**src/rtl/pla_input_filter.sv**
```systemverilog
// rtl/pla_input_filter.sv - synchronizing, stability-qualifying input filter ahead of the PLA core
// glitch_cnt port and its counter are built only when PLA_GLITCH_COUNT_EN is defined.
module pla_input_filter #(
  parameter int WIDTH         = 16,
  parameter int SYNC_STAGES   = 2,
  parameter int STABLE_CYCLES = 3,
  parameter int CNT_W         = 4
) (
  input  logic             clk,
  input  logic             rst,
  input  logic [WIDTH-1:0] raw_in,
  input  logic             hold,
  output logic [WIDTH-1:0] filt_out,
  output logic             filt_valid,
  output logic             update_pulse
`ifdef PLA_GLITCH_COUNT_EN
  ,
  output logic [7:0]       glitch_cnt
`endif
);

  typedef enum logic [1:0] {
    ST_INIT   = 2'd0,
    ST_TRACK  = 2'd1,
    ST_FROZEN = 2'd2
  } state_t;

  localparam logic [CNT_W-1:0] STABLE_C = CNT_W'(STABLE_CYCLES);
  localparam logic [WIDTH-1:0] ONES     = {WIDTH{1'b1}};

  logic [WIDTH-1:0] sync_q [SYNC_STAGES];
  logic [WIDTH-1:0] s;
  logic [WIDTH-1:0] cand_q, cand_d;
  logic [CNT_W-1:0] cnt_q, cnt_d;
  logic [WIDTH-1:0] filt_q, filt_d;
  logic             valid_q, valid_d;
  logic             pulse_q, pulse_d;
  state_t           state_q, state_d;
  logic             acc;
  logic             reject;
  logic             load;

  assign s = sync_q[SYNC_STAGES-1];

  // Candidate restarts on any synchronized change; count saturates once stable.
  always_comb begin
    cand_d = cand_q;
    cnt_d  = cnt_q;
    if (s != cand_q) begin
      cand_d = s;
      cnt_d  = CNT_W'(1);
    end else if (cnt_q < STABLE_C) begin
      cnt_d = cnt_q + CNT_W'(1);
    end
  end

  assign acc    = (cnt_q == STABLE_C) && (s == cand_q) &&
                  ((cand_q != filt_q) || (state_q == ST_INIT));
  assign reject = (s != cand_q) && (cand_q != filt_q) && (cnt_q < STABLE_C);

  always_comb begin
    state_d = state_q;
    load    = 1'b0;
    case (state_q)
      ST_INIT: begin
        if (acc && !hold) begin
          load    = 1'b1;
          state_d = ST_TRACK;
        end
      end
      ST_TRACK: begin
        // hold wins over a simultaneous acceptance
        if (hold) begin
          state_d = ST_FROZEN;
        end else if (acc) begin
          load = 1'b1;
        end
      end
      ST_FROZEN: begin
        if (!hold) begin
          state_d = ST_TRACK;
        end
      end
      default: state_d = ST_INIT;
    endcase
  end

  always_comb begin
    filt_d  = load ? cand_q : filt_q;
    valid_d = valid_q | load;
    pulse_d = load;
  end

  always_ff @(posedge clk) begin
    if (rst) begin
      for (int i = 0; i < SYNC_STAGES; i++) begin
        sync_q[i] <= ONES;
      end
      cand_q  <= ONES;
      cnt_q   <= '0;
      filt_q  <= ONES;
      valid_q <= 1'b0;
      pulse_q <= 1'b0;
      state_q <= ST_INIT;
    end else begin
      sync_q[0] <= raw_in;
      for (int i = 1; i < SYNC_STAGES; i++) begin
        sync_q[i] <= sync_q[i-1];
      end
      cand_q  <= cand_d;
      cnt_q   <= cnt_d;
      filt_q  <= filt_d;
      valid_q <= valid_d;
      pulse_q <= pulse_d;
      state_q <= state_d;
    end
  end

  assign filt_out     = filt_q;
  assign filt_valid   = valid_q;
  assign update_pulse = pulse_q;

`ifdef PLA_GLITCH_COUNT_EN
  logic [7:0] gcnt_q, gcnt_d;

  always_comb begin
    gcnt_d = gcnt_q;
    if (reject && (gcnt_q != 8'hFF)) begin
      gcnt_d = gcnt_q + 8'd1;
    end
  end

  always_ff @(posedge clk) begin
    if (rst) begin
      gcnt_q <= 8'd0;
    end else begin
      gcnt_q <= gcnt_d;
    end
  end

  assign glitch_cnt = gcnt_q;
`else
  logic unused_reject;
  assign unused_reject = reject;
`endif

endmodule

```
**config.mk**
```make
export PLATFORM = sky130hd
export DESIGN_NAME = pla_input_filter
export DESIGN_NICKNAME = d
export VERILOG_FILES = /design/src/rtl/pla_input_filter.sv
export SDC_FILE = /design/constraint.sdc
export NUM_CORES = 1
export LEC_CHECK = 0
export CAP_MARGIN = 20
export CORE_MARGIN = 8
export CORE_UTILIZATION = 48
export CTS_BUF_LIST = sky130_fd_sc_hd__clkbuf_4 sky130_fd_sc_hd__clkbuf_8 sky130_fd_sc_hd__clkbuf_16
export CTS_CLUSTER_DIAMETER = 40
export DETAILED_ROUTE_END_ITERATION = 8
export PLACE_DENSITY = 0.7
export SYNTH_ARGS = -nofsm -noshare
export SYNTH_HDL_FRONTEND = slang
export SYNTH_SLANG_ARGS = --single-unit
```
**constraint.sdc**
```tcl
create_clock -name clk -period 1.85 [get_ports clk]
set_input_delay 0.2775 -clock clk [delete_from_list [all_inputs] [get_ports clk]]
set_output_delay 0.2775 -clock clk [all_outputs]
set_load 0.03 [all_outputs]
```
-- Yosys cells after proc, flatten, opt, wreduce, memory -nomap -nowiden
Memories as Yosys holds them, arrays and structs flattened.
Index checks and enable logic that the tools add are counted.
- register bits after elaboration: 40
- latch bits: 0
- RAM bits: 32
- memory bits (read-only): 0
- logic and storage cells: 46
- memories: 1
- add/sub/neg operators: 1
- $mul: 0
- div/mod/pow operators: 0
- order comparisons: 1
- equality and inequality tests: 9
- shift-type cells: 0
- mux-type cells: 15
- bitwise operators: 3
- reduce and logical (&&, ||, !) cells: 9
- memory list (memory ; words ; bits a word ; rd ports ; clocked after memory_dff ; wr ports ; line ; text):
    sync_q ; 2 ; 16 ; 2 ; 0 ; 2 ; 31 ; logic [WIDTH-1:0] sync_q [SYNC_STAGES];
- operators by type and width (operator ; number):
    $mux 16 ; 2
    $ne 16x16->1 ; 2
    $eq 16x16->1 ; 1
    $mux 1 ; 8
    $mux 2 ; 3
    $pmux 2 s3 ; 1
    $add 4x1->4 const B ; 1
    $eq 4x2->1 const B ; 1
    $lt 4x2->1 const B ; 1
    $ne 2x2->1 const B ; 2
    $logic_and 1x1->1 ; 3
    $or 1x1->1 ; 3
    $reduce_and 3->1 ; 1
    $eq 2x1->1 const B ; 1
    $eq 2x2->1 const B ; 1
    $logic_not 2->1 ; 1
    $ne 2x1->1 const B ; 1
    $pmux 1 s2 ; 1
    $reduce_bool 2->1 ; 1
    $reduce_or 2->1 ; 1
    $logic_not 1->1 ; 1
    $logic_or 1x1->1 ; 1

-- Logic depth before layout (Yosys ltp)
Gate-level depths: netlist (run 1).
An unclocked memory read counts as a cell.
- depth in word-level cells: 8
- gate-level depth with buffers: 7
- depth with buffers taken out: 5

-- Worst setup path after synthesis (run 1)
OpenSTA, ideal clock, no wires.
- kind: flip-flop to flip-flop
- start: reg filt_q[8] (netlist: filt_out[8])
- end: reg state_q[0]
- arrival: 1863 ps
- slack: -132 ps
- cell stages (with the launch flop): 7
- buffers on the path: 1
- path through: dfxtp_1 > xor2_1 > nor4_4 > o211ai_4 > o311a_1 > buf_6 > o221a_2
- word-level cells in the longest chain between the ends: 6
- RTL lines (item ; line ; text):
    start, declared ; 35 ; logic [WIDTH-1:0] filt_q, filt_d;
    start signal, assigned ; 112 ; filt_q <= filt_d;
    $ne 16x16->1 ; -- ;
    $logic_or 1x1->1 ; 58 ; ((cand_q != filt_q) || (state_q == ST_INIT));
    $logic_and 1x1->1 ; 57 ; assign acc = (cnt_q == STABLE_C) && (s == cand_q) &&
    $logic_and 1x1->1 ; 66 ; if (acc && !hold) begin
    $ne 2x1->1 (no source line) ; -- ;
    $reduce_and 3->1 (no source line) ; -- ;
    end signal, assigned ; 115 ; state_q <= state_d;
    end, declared ; 38 ; state_t state_q, state_d;
Every way passes these cells.
A chain may end at the register's enable or synchronous reset.

-- Worst setup path after layout (run 1)
- start: reg cand_q[12]
- end: reg valid_q (netlist: filt_valid)
- word-level cells in the longest chain between the ends: 7
- RTL lines (item ; line ; text):
    start, declared ; 33 ; logic [WIDTH-1:0] cand_q, cand_d;
    start signal, assigned ; 110 ; cand_q <= cand_d;
    $eq 16x16->1 / $ne 16x16->1 (equally long branches) ; -- ;
    $logic_and 1x1->1 / $logic_or 1x1->1 (equally long branches) ; 57, 58 ;
    $logic_and 1x1->1 (*) ; 57 ;
    $mux 1 / $logic_and 1x1->1 (equally long branches) ; 75, 66 ;
    $mux 1 (on tied branches) ; 73, 66 ;
    $pmux 1 s2 (*) ; 64 ; case (state_q)
    $or 1x1->1 (*) ; 90 ; valid_d = valid_q | load;
    end signal, assigned ; 113 ; valid_q <= valid_d;
    end, declared ; 36 ; logic valid_q, valid_d;
Every way passes the cells marked *; elsewhere a longest branch is shown, timed or not.

==> qor.yml, run 1 <==
run_status:
  status: "complete, no violations"
cells_and_area:
  final_cell_mix: "54 x dfxtp_1, 48 x or2_2, 36 x clkdlybuf4s50_1, 26 x xnor2_1, 19 x inv_1"
  n_antenna_cell: 0
  drive_above_1_share: 0.3784
  seq_area_um2: 1466
  syn2layout_area_growth_pct: 28.14
  nNetsFinal: 311
  multi_input_area_um2: 1171
  final_cell_count_no_fill: 368
  fillers: 466
  layout_commonest_cell: "dfxtp_1"
critical_path:
  slowest_delay_ns: 0.35
  worstPathRequired_ns: 2.09
  crit_path_top_delay_cell: "dfxtp_1"
  cp.arrival_ns: 1.98
  critPathMaxFanout: 18
  worstSetupPathType: "flip-flop to flip-flop"
  endpoint_kind: "flip-flop"
  crit_chain: "xor2_1, nor4_4, o211ai_4, o311a_4, buf_12, o21a_1"
  cp-start-kind: "flip-flop"
floorplan:
  die-area_um2: 8313
  die_h_um: 91.18
  start_util: 0.4957
  die_w_um: 91.18
  pin_count: 37
  fp-row-count: 27
  core_um2: 5473
routing:
  dr.first_iter.drc_count: 33
  avgRoutedWirePerCell_um: 13.25
  vias: 1783
  postRouteAntennaNets: 0
  drt_first_pass_iters: 5
  routed_wl_mm: 4.875
  avgViaCountPerCell: 4.845
  drc: 0
clock_tree:
  hold_buffers: 0
  cts_inserted_buffers: 9
  clock_path_buffers: 2
  cts_tree: "done"
  clkSinkCount: 72
  worstSkewPairLatency_ns: 0.34
  root_buffer: "clkbuf_8"
  clk_pin_slew_ns: 0.07
  htree_levels: 3
sta:
  worst-slew-pin-transition_ns: 0.3643
  max_freq_ghz: 0.5725
  rsz0062_at_grt: "no"
  worst_slew_margin_rel: 0.7563
  post-route-min-period_ns: 1.747
  slew_viol_final: 0
  clock_skew_ns: 0.007174
  setup_violations: 0
  hold_ws_ns: 0.4091
  tns_ns: 0
  final.period_utilization: 0.9442
  hold_violations: 0
place:
  gp_congestion: 0.7887
  hpwl_mm: 3.441
  dp_cells: 352
  io_buffers: 36
yosys:
  ys_seq_area_frac: 0.5314
  syn_area_per_cell_um2: 10.89
  syn-cell-area_um2: 2713
  synthCells: 249
  yosys_register_bits: 72
  synth_cell_type_count: 29
  syn-num-nets: 269
  ys_warn_count: 0
grt:
  grt_pass1_vias: 1763
  grt_max_degree: 49
  grt_pass1_wl_mm: 8.300
  overflow: 0
  track_usage: 0.1238
  antenna_found_initial: 0
power_and_ir_drop:
  peakVddDrop_uv: 680.9
  p_leak_uw: 0.001413
  finalPower_uw: 3205
  powerDensity_nw_per_um2: 922.2
job:
  cap_violations: 0
worst_hold_path:
  hp-class: "flip-flop to flip-flop"
==> cells by family after synthesis <==
kind of cell	after synthesis	share of synthesized area
simple gates	69	0.1614
xor+xnor	34	0.1098
mux	1	0.003690
flops	72	0.5314
compound gates	38	0.1365
buf+inv	34	0.05258
fa+ha+maj	1	0.004612
==> power by group <==
| group | internal (µW) | switching (µW) | leakage [µW] |
|---|---|---|---|
| Combinational | 113 | 85.4 | 0.000714 |
| Clock | 803 | 587 | 0.000117 |
| Sequential | 1590 | 25.4 | 0.000582 |
==> state kept, by name, summed over array words and instances (netlist names) <==
register,count
sync_q,32
cnt_q,4
state_q,2
filt_out,16
filt_valid,1
cand_q,16
update_pulse,1
==> metal layers <==
layer | vias to the layer above | GRT usage | part of all wire
met5 | - | 0 | 0
met1 | 809 | 0.1572 | 0.49
met2 | 39 | 0.1790 | 0.44
met4 | 0 | 0.07367 | 0.023
li1 | 923 | - | -
met3 | 12 | 0.04033 | 0.043
==> metrics by stage <==
stage	setup WS [ns]	util	instance area [µm²]
finish	0.1033	0.6351	3476
detailed placement	-0.02949	0.5853	3203
CTS	0.03215	0.6271	3432
global route	0.007756	0.6351	3476
global placement	-0.001763	0.5853	3203
floorplan	0.005327	-	2730
==> cell type report <==
| type | instances | share of cell area |
|---|---|---|
| Clock buffer | 10 | 0.03960 |
| Timing Repair Buffer | 46 | 0.1289 |
| Inverter | 19 | 0.02052 |
| Tap cell | 72 | 0.02592 |
| Sequential cell | 72 | 0.4219 |
| Clock inverter | 6 | 0.02628 |
| Multi-Input combinational cell | 143 | 0.3369 |
==> final timing paths <==
check,startpoint,to,slack [ns],cells after the start
hold reg to reg,sync_q[0][0],sync_q[0][16],0.41,1
hold / removal,sync_q[0][0],sync_q[0][16],0.41,1
setup reg to reg,cand_q[12],filt_valid,0.10,6
setup / recovery,cand_q[12],filt_valid,0.10,6
==> cells in the mapped netlist <==
library cell,n,share of area
dfxtp_1,72,0.53
or2_2,49,0.11
xnor2_1,29,0.094
inv_1,19,0.026
o2111ai_1,16,0.052
clkbuf_1,13,0.018
o211ai_2,10,0.046
nand4_1,6,0.014
o211ai_1,6,0.017
xor2_1,5,0.016
and3_1,3,0.0069
buf_6,2,0.0083
nand2_1,2,0.0028
nor2_1,2,0.0028
a21oi_1,1,0.0018
and2_1,1,0.0023
ha_1,1,0.0046
mux2i_1,1,0.0037
nand3_1,1,0.0018
nor3_1,1,0.0018
nor3_2,1,0.0037
nor4_1,1,0.0023
nor4_4,1,0.0078
o211ai_4,1,0.0078
o21a_1,1,0.0028
o21ai_0,1,0.0018
o221a_2,1,0.0042
o311a_1,1,0.0037
or3_1,1,0.0023
==> worst max-delay path, delay by kind of cell, from the launching register on <==
kind	cells	cell delay, ns
AND/OR/NAND/NOR	1	0.31
flip-flops	1	0.35
XOR/XNOR	1	0.20
AO/OA/AOI/OAI	3	0.61
buffers and inverters	1	0.16
==> what timing repair did <==
item | CTS | global route
resized for setup | 0 | 10
endpoints found under the setup margin | 0 | 10
setup buffers | 0 | 0
hold endpoints to repair | 0 | 0
Power figures use the tool's default switching activity.
==> inputs of run 2 (changes only) <==
--- a/config.mk
+++ b/config.mk
@@ -15,3 +15,4 @@
 export SYNTH_ARGS = -nofsm -noshare
 export SYNTH_HDL_FRONTEND = slang
 export SYNTH_SLANG_ARGS = --single-unit
+export TNS_END_PERCENT = 5
==> run 2 against run 1 <==
  * Maximum frequency is 5.0% lower
  * Cell area about the same
  * Critical path type unchanged
  * First-iteration DRC count rose by 120%
  * Clock power is essentially flat
  * Routed wire length is 1.5% higher
  * Global-route usage rose by 0.30 points
  * Sequential share of layout area fell by 0.066 points
  * Count of clock-buffer cells in the layout decreased by 1
  * Sequential power barely moved
  * Register-to-register slack got worse by 0.09 ns
==> qor.yml, run 2 (synthesized netlist as in run 1, its figures left out) <==
run_status:
  status: "complete, no violations"
grt:
  use_met3: 0.03704
  antenna_found_initial: 0
  met2_usage: 0.1790
  track_usage: 0.1268
  met1_usage: 0.1638
  overflow: 0
  grt_pass1_vias: 1760
  busiest_layer: "met2"
  grt_max_degree: 49
  grt_pass1_wl_mm: 8.404
clock_tree:
  cts_tree: "done"
  hold_buffers: 0
  clkSinkCount: 72
  root_buffer: "clkbuf_8"
  cts_inserted_buffers: 9
  htree_levels: 3
  clk_pin_slew_ns: 0.08
  worstSkewPairLatency_ns: 0.35
  clock_path_buffers: 2
  postCtsSetupBuffers: 0
routing:
  vias: 1777
  drt_first_pass_iters: 4
  avgRoutedWirePerCell_um: 13.30
  dr.first_iter.drc_count: 74
  postRouteAntennaNets: 0
  drc: 0
  avgViaCountPerCell: 4.777
  routed_wl_mm: 4.949
cells_and_area:
  top_register: "sync_q"
  final_cell_count_no_fill: 372
  final_util: 0.6356
  largest_reg_flops: 32
  layout_commonest_cell: "dfxtp_1"
  fillers: 468
  final_cell_mix: "53 x dfxtp_1, 49 x or2_2, 36 x clkdlybuf4s50_1, 26 x xnor2_1"
  syn2layout_area_growth_pct: 28.23
  n_antenna_cell: 0
  stdcell_area_um2: 3478
  drive_above_1_share: 0.3867
  nNetsFinal: 315
sta:
  hold_violations: 0
  clock_skew_ns: 0.009627
  setup_violations: 0
  rsz0062_at_grt: "yes"
  tns_ns: 0
  final.period_utilization: 0.9942
  worst-slew-pin-transition_ns: 0.3526
  slew_viol_final: 0
  post-route-min-period_ns: 1.839
  worst_slew_margin_rel: 0.7631
  max_freq_ghz: 0.5437
power_and_ir_drop:
  swShare: 0.2230
  seq_power_share: 0.510
  power_frac_comb: 0.063
  p_int_uw: 2466
  p_leak_uw: 0.001415
  switching_power_uw: 707.8
  peakVddDrop_uv: 545.0
  powerDensity_nw_per_um2: 912.6
  pwr-share-clk: 0.427
floorplan:
  start_util: 0.4957
  pin_count: 37
  core_um2: 5473
  die_h_um: 91.18
  fp-row-count: 27
  die_w_um: 91.18
  die-area_um2: 8313
critical_path:
  worstSetupPathType: "flip-flop to flip-flop"
  critPathMaxFanout: 3
  worstPathRequired_ns: 2.09
  cp-start-kind: "flip-flop"
  cp.arrival_ns: 2.08
  endpoint_kind: "flip-flop"
place:
  dp_cells: 356
  gp_congestion: 0.8119
  hpwl_mm: 3.414
  io_buffers: 36
  placed_area_um2: 3216
worst_hold_path:
  hp-class: "flip-flop to flip-flop"
job:
  cap_violations: 0
[run 2: changes by cell type in the layout (fill, tap and decap cells not counted), sizes merged]
cell and delta:
clkinv +2, buf +4, inv -1, clkbuf -1
[run 2: critical path, stage by stage, from the launching register on]
cell and delay [ns]:
dfxtp_1 0.40, xnor2_1 0.15, nand4_1 0.12, or2_2 0.30
o311a_1 0.37, buf_4 0.16, o221a_2 0.24
[run 2: final cells by class]
| cell class | count | area [µm²] | area share |
|---|---|---|---|
| clock buffer | 9 | 123.9 | 0.03561 |
| clock inverter | 7 | 96.34 | 0.02770 |
| inverter | 19 | 71.32 | 0.02050 |
| multi-input combinational | 143 | 1166 | 0.3353 |
| sequential | 72 | 1465 | 0.4212 |
| tap | 72 | 90.09 | 0.02590 |
| timing repair buffer | 50 | 465.4 | 0.1338 |
[run 2: worst paths after layout]
check	from	end	slack, ns	cells past startpoint
max reg2reg	cand_q[15]	state_q[0]	0.01	6
max	cand_q[15]	state_q[0]	0.01	6
min	sync_q[0][15]	sync_q[0][31]	0.41	1
min reg2reg	sync_q[0][15]	sync_q[0][31]	0.41	1
[run 2: repair_timing]
action,4_1_cts,5_1_grt
pin swaps,2,3
resized for setup,6,7
endpoints found under the setup margin,2,13
cloned,0,0
[run 2: layer usage]
metal | part of all wire | vias to the layer above
met5 | 0 | -
met4 | 0.027 | 0
met2 | 0.44 | 50
li1 | - | 931
met3 | 0.045 | 12
met1 | 0.49 | 784
[run 2: stage by stage]
stage	total power, µW	setup WS (ns)	hold WS, ns
after floorplan	1768	-0.04177	0.3813
after global placement	1846	0.01973	0.3917
after detailed placement	1849	-0.004853	0.3928
final	3174	0.01079	0.4064
after global routing	3294	-0.04864	0.4205
after CTS	3189	0.006019	0.4072
[run 2: power groups by stage]
| stage | Clock, µW | Combinational [µW] | Sequential (µW) |
|---|---|---|---|
| final | 1360 | 201 | 1620 |
| after global placement | 0 | 194 | 1650 |
| after floorplan | 0 | 120 | 1650 |
| after CTS | 1370 | 197 | 1620 |
| after global routing | 1450 | 223 | 1620 |
| after detailed placement | 0 | 196 | 1650 |
==> inputs of run 3 (changes only) <==
--- a/config.mk
+++ b/config.mk
@@ -5,13 +5,15 @@
 export SDC_FILE = /design/constraint.sdc
 export NUM_CORES = 1
 export LEC_CHECK = 0
+export ABC_AREA = 1
 export CAP_MARGIN = 20
 export CORE_MARGIN = 8
-export CORE_UTILIZATION = 48
+export CORE_UTILIZATION = 49
 export CTS_BUF_LIST = sky130_fd_sc_hd__clkbuf_4 sky130_fd_sc_hd__clkbuf_8 sky130_fd_sc_hd__clkbuf_16
 export CTS_CLUSTER_DIAMETER = 40
 export DETAILED_ROUTE_END_ITERATION = 8
-export PLACE_DENSITY = 0.7
+export PLACE_DENSITY = 0.71
+export SETUP_SLACK_MARGIN = 0.2
 export SYNTH_ARGS = -nofsm -noshare
 export SYNTH_HDL_FRONTEND = slang
 export SYNTH_SLANG_ARGS = --single-unit
==> run 3 against run 2 <==
  * Via count increased by 37%
  * Clock skew decreased by 0.0021 ns
  * Routed wire length increased by 23%
  * Worst hold slack improved by 0.0034 ns
  * Highest routed layer unchanged
==> qor.yml, run 3 <==
run_status:
  status: "complete, no violations"
critical_path:
  worstPathRequired_ns: 1.57
  ff2ff_path_depth: 10
  slowest_delay_ns: 0.70
  worstSetupPathType: "flip-flop to output pin"
  critPathMaxFanout: 4
  endpoint_kind: "output pin"
  cp_num_buf_inv: 1
  cp.arrival_ns: 1.44
  regToRegSetupSlack_ns: 0.19
  r2r-start: "cand_q[1]"
  crit_path_start: "filt_out[15]"
  worst-path-stages: 1
  crit_path_top_delay_cell: "clkdlybuf4s50_1"
  cp-start-kind: "flip-flop"
  crit_family: "buffers and inverters"
  crit_chain: "clkdlybuf4s50_1"
clock_tree:
  worstSkewPairLatency_ns: 0.35
  cts_tree: "done"
  clock_path_buffers: 2
  clk_pin_slew_ns: 0.07
  cts_inserted_buffers: 9
  clkSinkCount: 72
  hold_buffers: 0
  htree_levels: 3
  root_buffer: "clkbuf_8"
floorplan:
  fp-row-count: 28
  die_w_um: 92.72
  pin_count: 37
  core_um2: 5816
  die_h_um: 92.72
  start_util: 0.4959
  die-area_um2: 8597
yosys:
  synthCells: 383
  synth_area_leaders: "dfxtp_1 50%, nand2_1 16%, or2_2 7.4%, inv_1 5.9%, nand4_1 4.8%"
  syn_area_per_cell_um2: 7.530
  netlist.top_cell.by_area: "dfxtp_1"
  ys_warn_count: 0
  async_flop_share: 0
  synth_mux_area_frac: 0
  synth_edf_count: 0
  ys_seq_area_frac: 0.4998
  synth_simple_gate_area_share: 0.3879
  synth-main-ff-cell: "dfxtp_1"
  yosys_register_bits: 72
  synth-compound-area-share: 0.009544
  syn-cell-area_um2: 2884
  synth_top_area_frac: 0.4998
  syn-num-nets: 403
  synth_cell_type_count: 25
  synth_xor_area_frac: 0.01215
  synthAdderAreaFrac: 0.004338
  synth_top_family_by_area: "simple AND/OR/NAND/NOR gates"
  ys_top_cells_by_count: "123 x nand2_1, 72 x dfxtp_1, 45 x inv_1"
  synth_most_common_cell: "nand2_1"
power_and_ir_drop:
  p_leak_uw: 0.001913
  peakVddDrop_uv: 504.2
  finalPower_uw: 2994
  powerDensity_nw_per_um2: 829.5
sta:
  post-route-min-period_ns: 1.717
  final.period_utilization: 0.9279
  worst-slew-pin-transition_ns: 0.3547
  max_freq_ghz: 0.5826
  hold_violations: 0
  clock_skew_ns: 0.007576
  hold_ws_ns: 0.4098
  slew_viol_final: 0
  worst_slew_margin_rel: 0.7635
  rsz0062_at_grt: "yes"
  tns_ns: 0
  setup_violations: 0
worst_hold_path:
  whs_path_depth: 1
  hp-start: "sync_q[0][6]"
  hp-class: "flip-flop to flip-flop"
job:
  cap_violations: 0
routing:
  drt_first_pass_iters: 5
  dr.first_iter.drc_count: 110
  routed_wl_mm: 6.099
  postRouteAntennaNets: 0
  drc: 0
  avgViaCountPerCell: 4.778
  vias: 2427
  avgRoutedWirePerCell_um: 12.01
cells_and_area:
  final_cell_mix: "122 x nand2_1, 61 x dfxtp_1, 45 x inv_1, 34 x or2_2, 34 x clkdlybuf4s50_1"
  final_cell_count_no_fill: 508
  layout_commonest_cell: "nand2_1"
  fillers: 539
  largest_reg_flops: 32
  syn2layout_area_growth_pct: 25.16
  drive_above_1_share: 0.1986
  nNetsFinal: 449
  top_register: "sync_q"
  stdcell_area_um2: 3610
  n_antenna_cell: 0
place:
  io_buffers: 36
  gp_congestion: 0.8562
  hpwl_mm: 4.292
  dp_cells: 491
  placed_area_um2: 3344
grt:
  overflow: 0
  antenna_found_initial: 0
  grt_pass1_wl_mm: 9.873
  grt_pass1_vias: 2279
  track_usage: 0.1440
  grt_max_degree: 34
==> run 3: cell types whose count changed after synthesis, sizes merged, moves of 23 or more <==
| cell | change |
|---|---|
| inv | +31 |
| nand3 | +28 |
| nor2 | +23 |
| xnor2 | -25 |
| nand2 | +122 |
==> run 3: routing by layer <==
metal,vias up,track usage,share of wire
li1,1275,-,-
met1,1077,0.1674,0.45
met2,66,0.2354,0.48
met3,9,0.04369,0.050
met4,0,0.07248,0.016
met5,-,0,0
==> run 3: report_power, final <==
group	total [µW]	internal [µW]	switching, µW
combinational	193	94.6	98.8
clock	1190	610	576
sequential	1620	1590	22.3
total	2990	2300	697
==> run 3: what timing repair did <==
item,4_1_cts,5_1_grt
setup buffers,0,0
resized for setup,1,23
cloned,0,2
pin swaps,0,4
endpoints found under the hold margin,0,0
endpoints found under the setup margin,34,35
==> run 3: logic make-up after synthesis <==
kind of cell | Yosys count
AOI/OAI and AO/OA | 5
DFF | 72
and+or+nand+nor | 238
adders and majority gates | 1
buffers and inverters | 63
xor gates and xnor gates | 4
==> run 3: path summary, 6_finish.rpt <==
path                                       to
worst max register to register    filt_out[0]
worst min-delay path            sync_q[0][22]
worst max-delay path             filt_out[15]
worst min register to register  sync_q[0][22]
==> run 3: area by class of cell <==
type                            count  area, µm²  area share
Clock buffer                        9      123.9     0.03432
Clock inverter                      6      61.31     0.01698
Inverter                           52      195.2     0.05407
Multi-Input combinational cell    250       1249      0.3459
Sequential cell                    72       1458      0.4038
Tap cell                           75      93.84     0.02600
Timing Repair Buffer               44      429.2      0.1189
==> run 3: stage by stage <==
stage / util / setup WS (ns)
after global placement: 0.5751 / 0.1836
after global routing: 0.6207 / 0.03554
after floorplan: - / 0.2467
after CTS: 0.6067 / 0.1183
final: 0.6207 / 0.1334
after detailed placement: 0.5751 / 0.1406
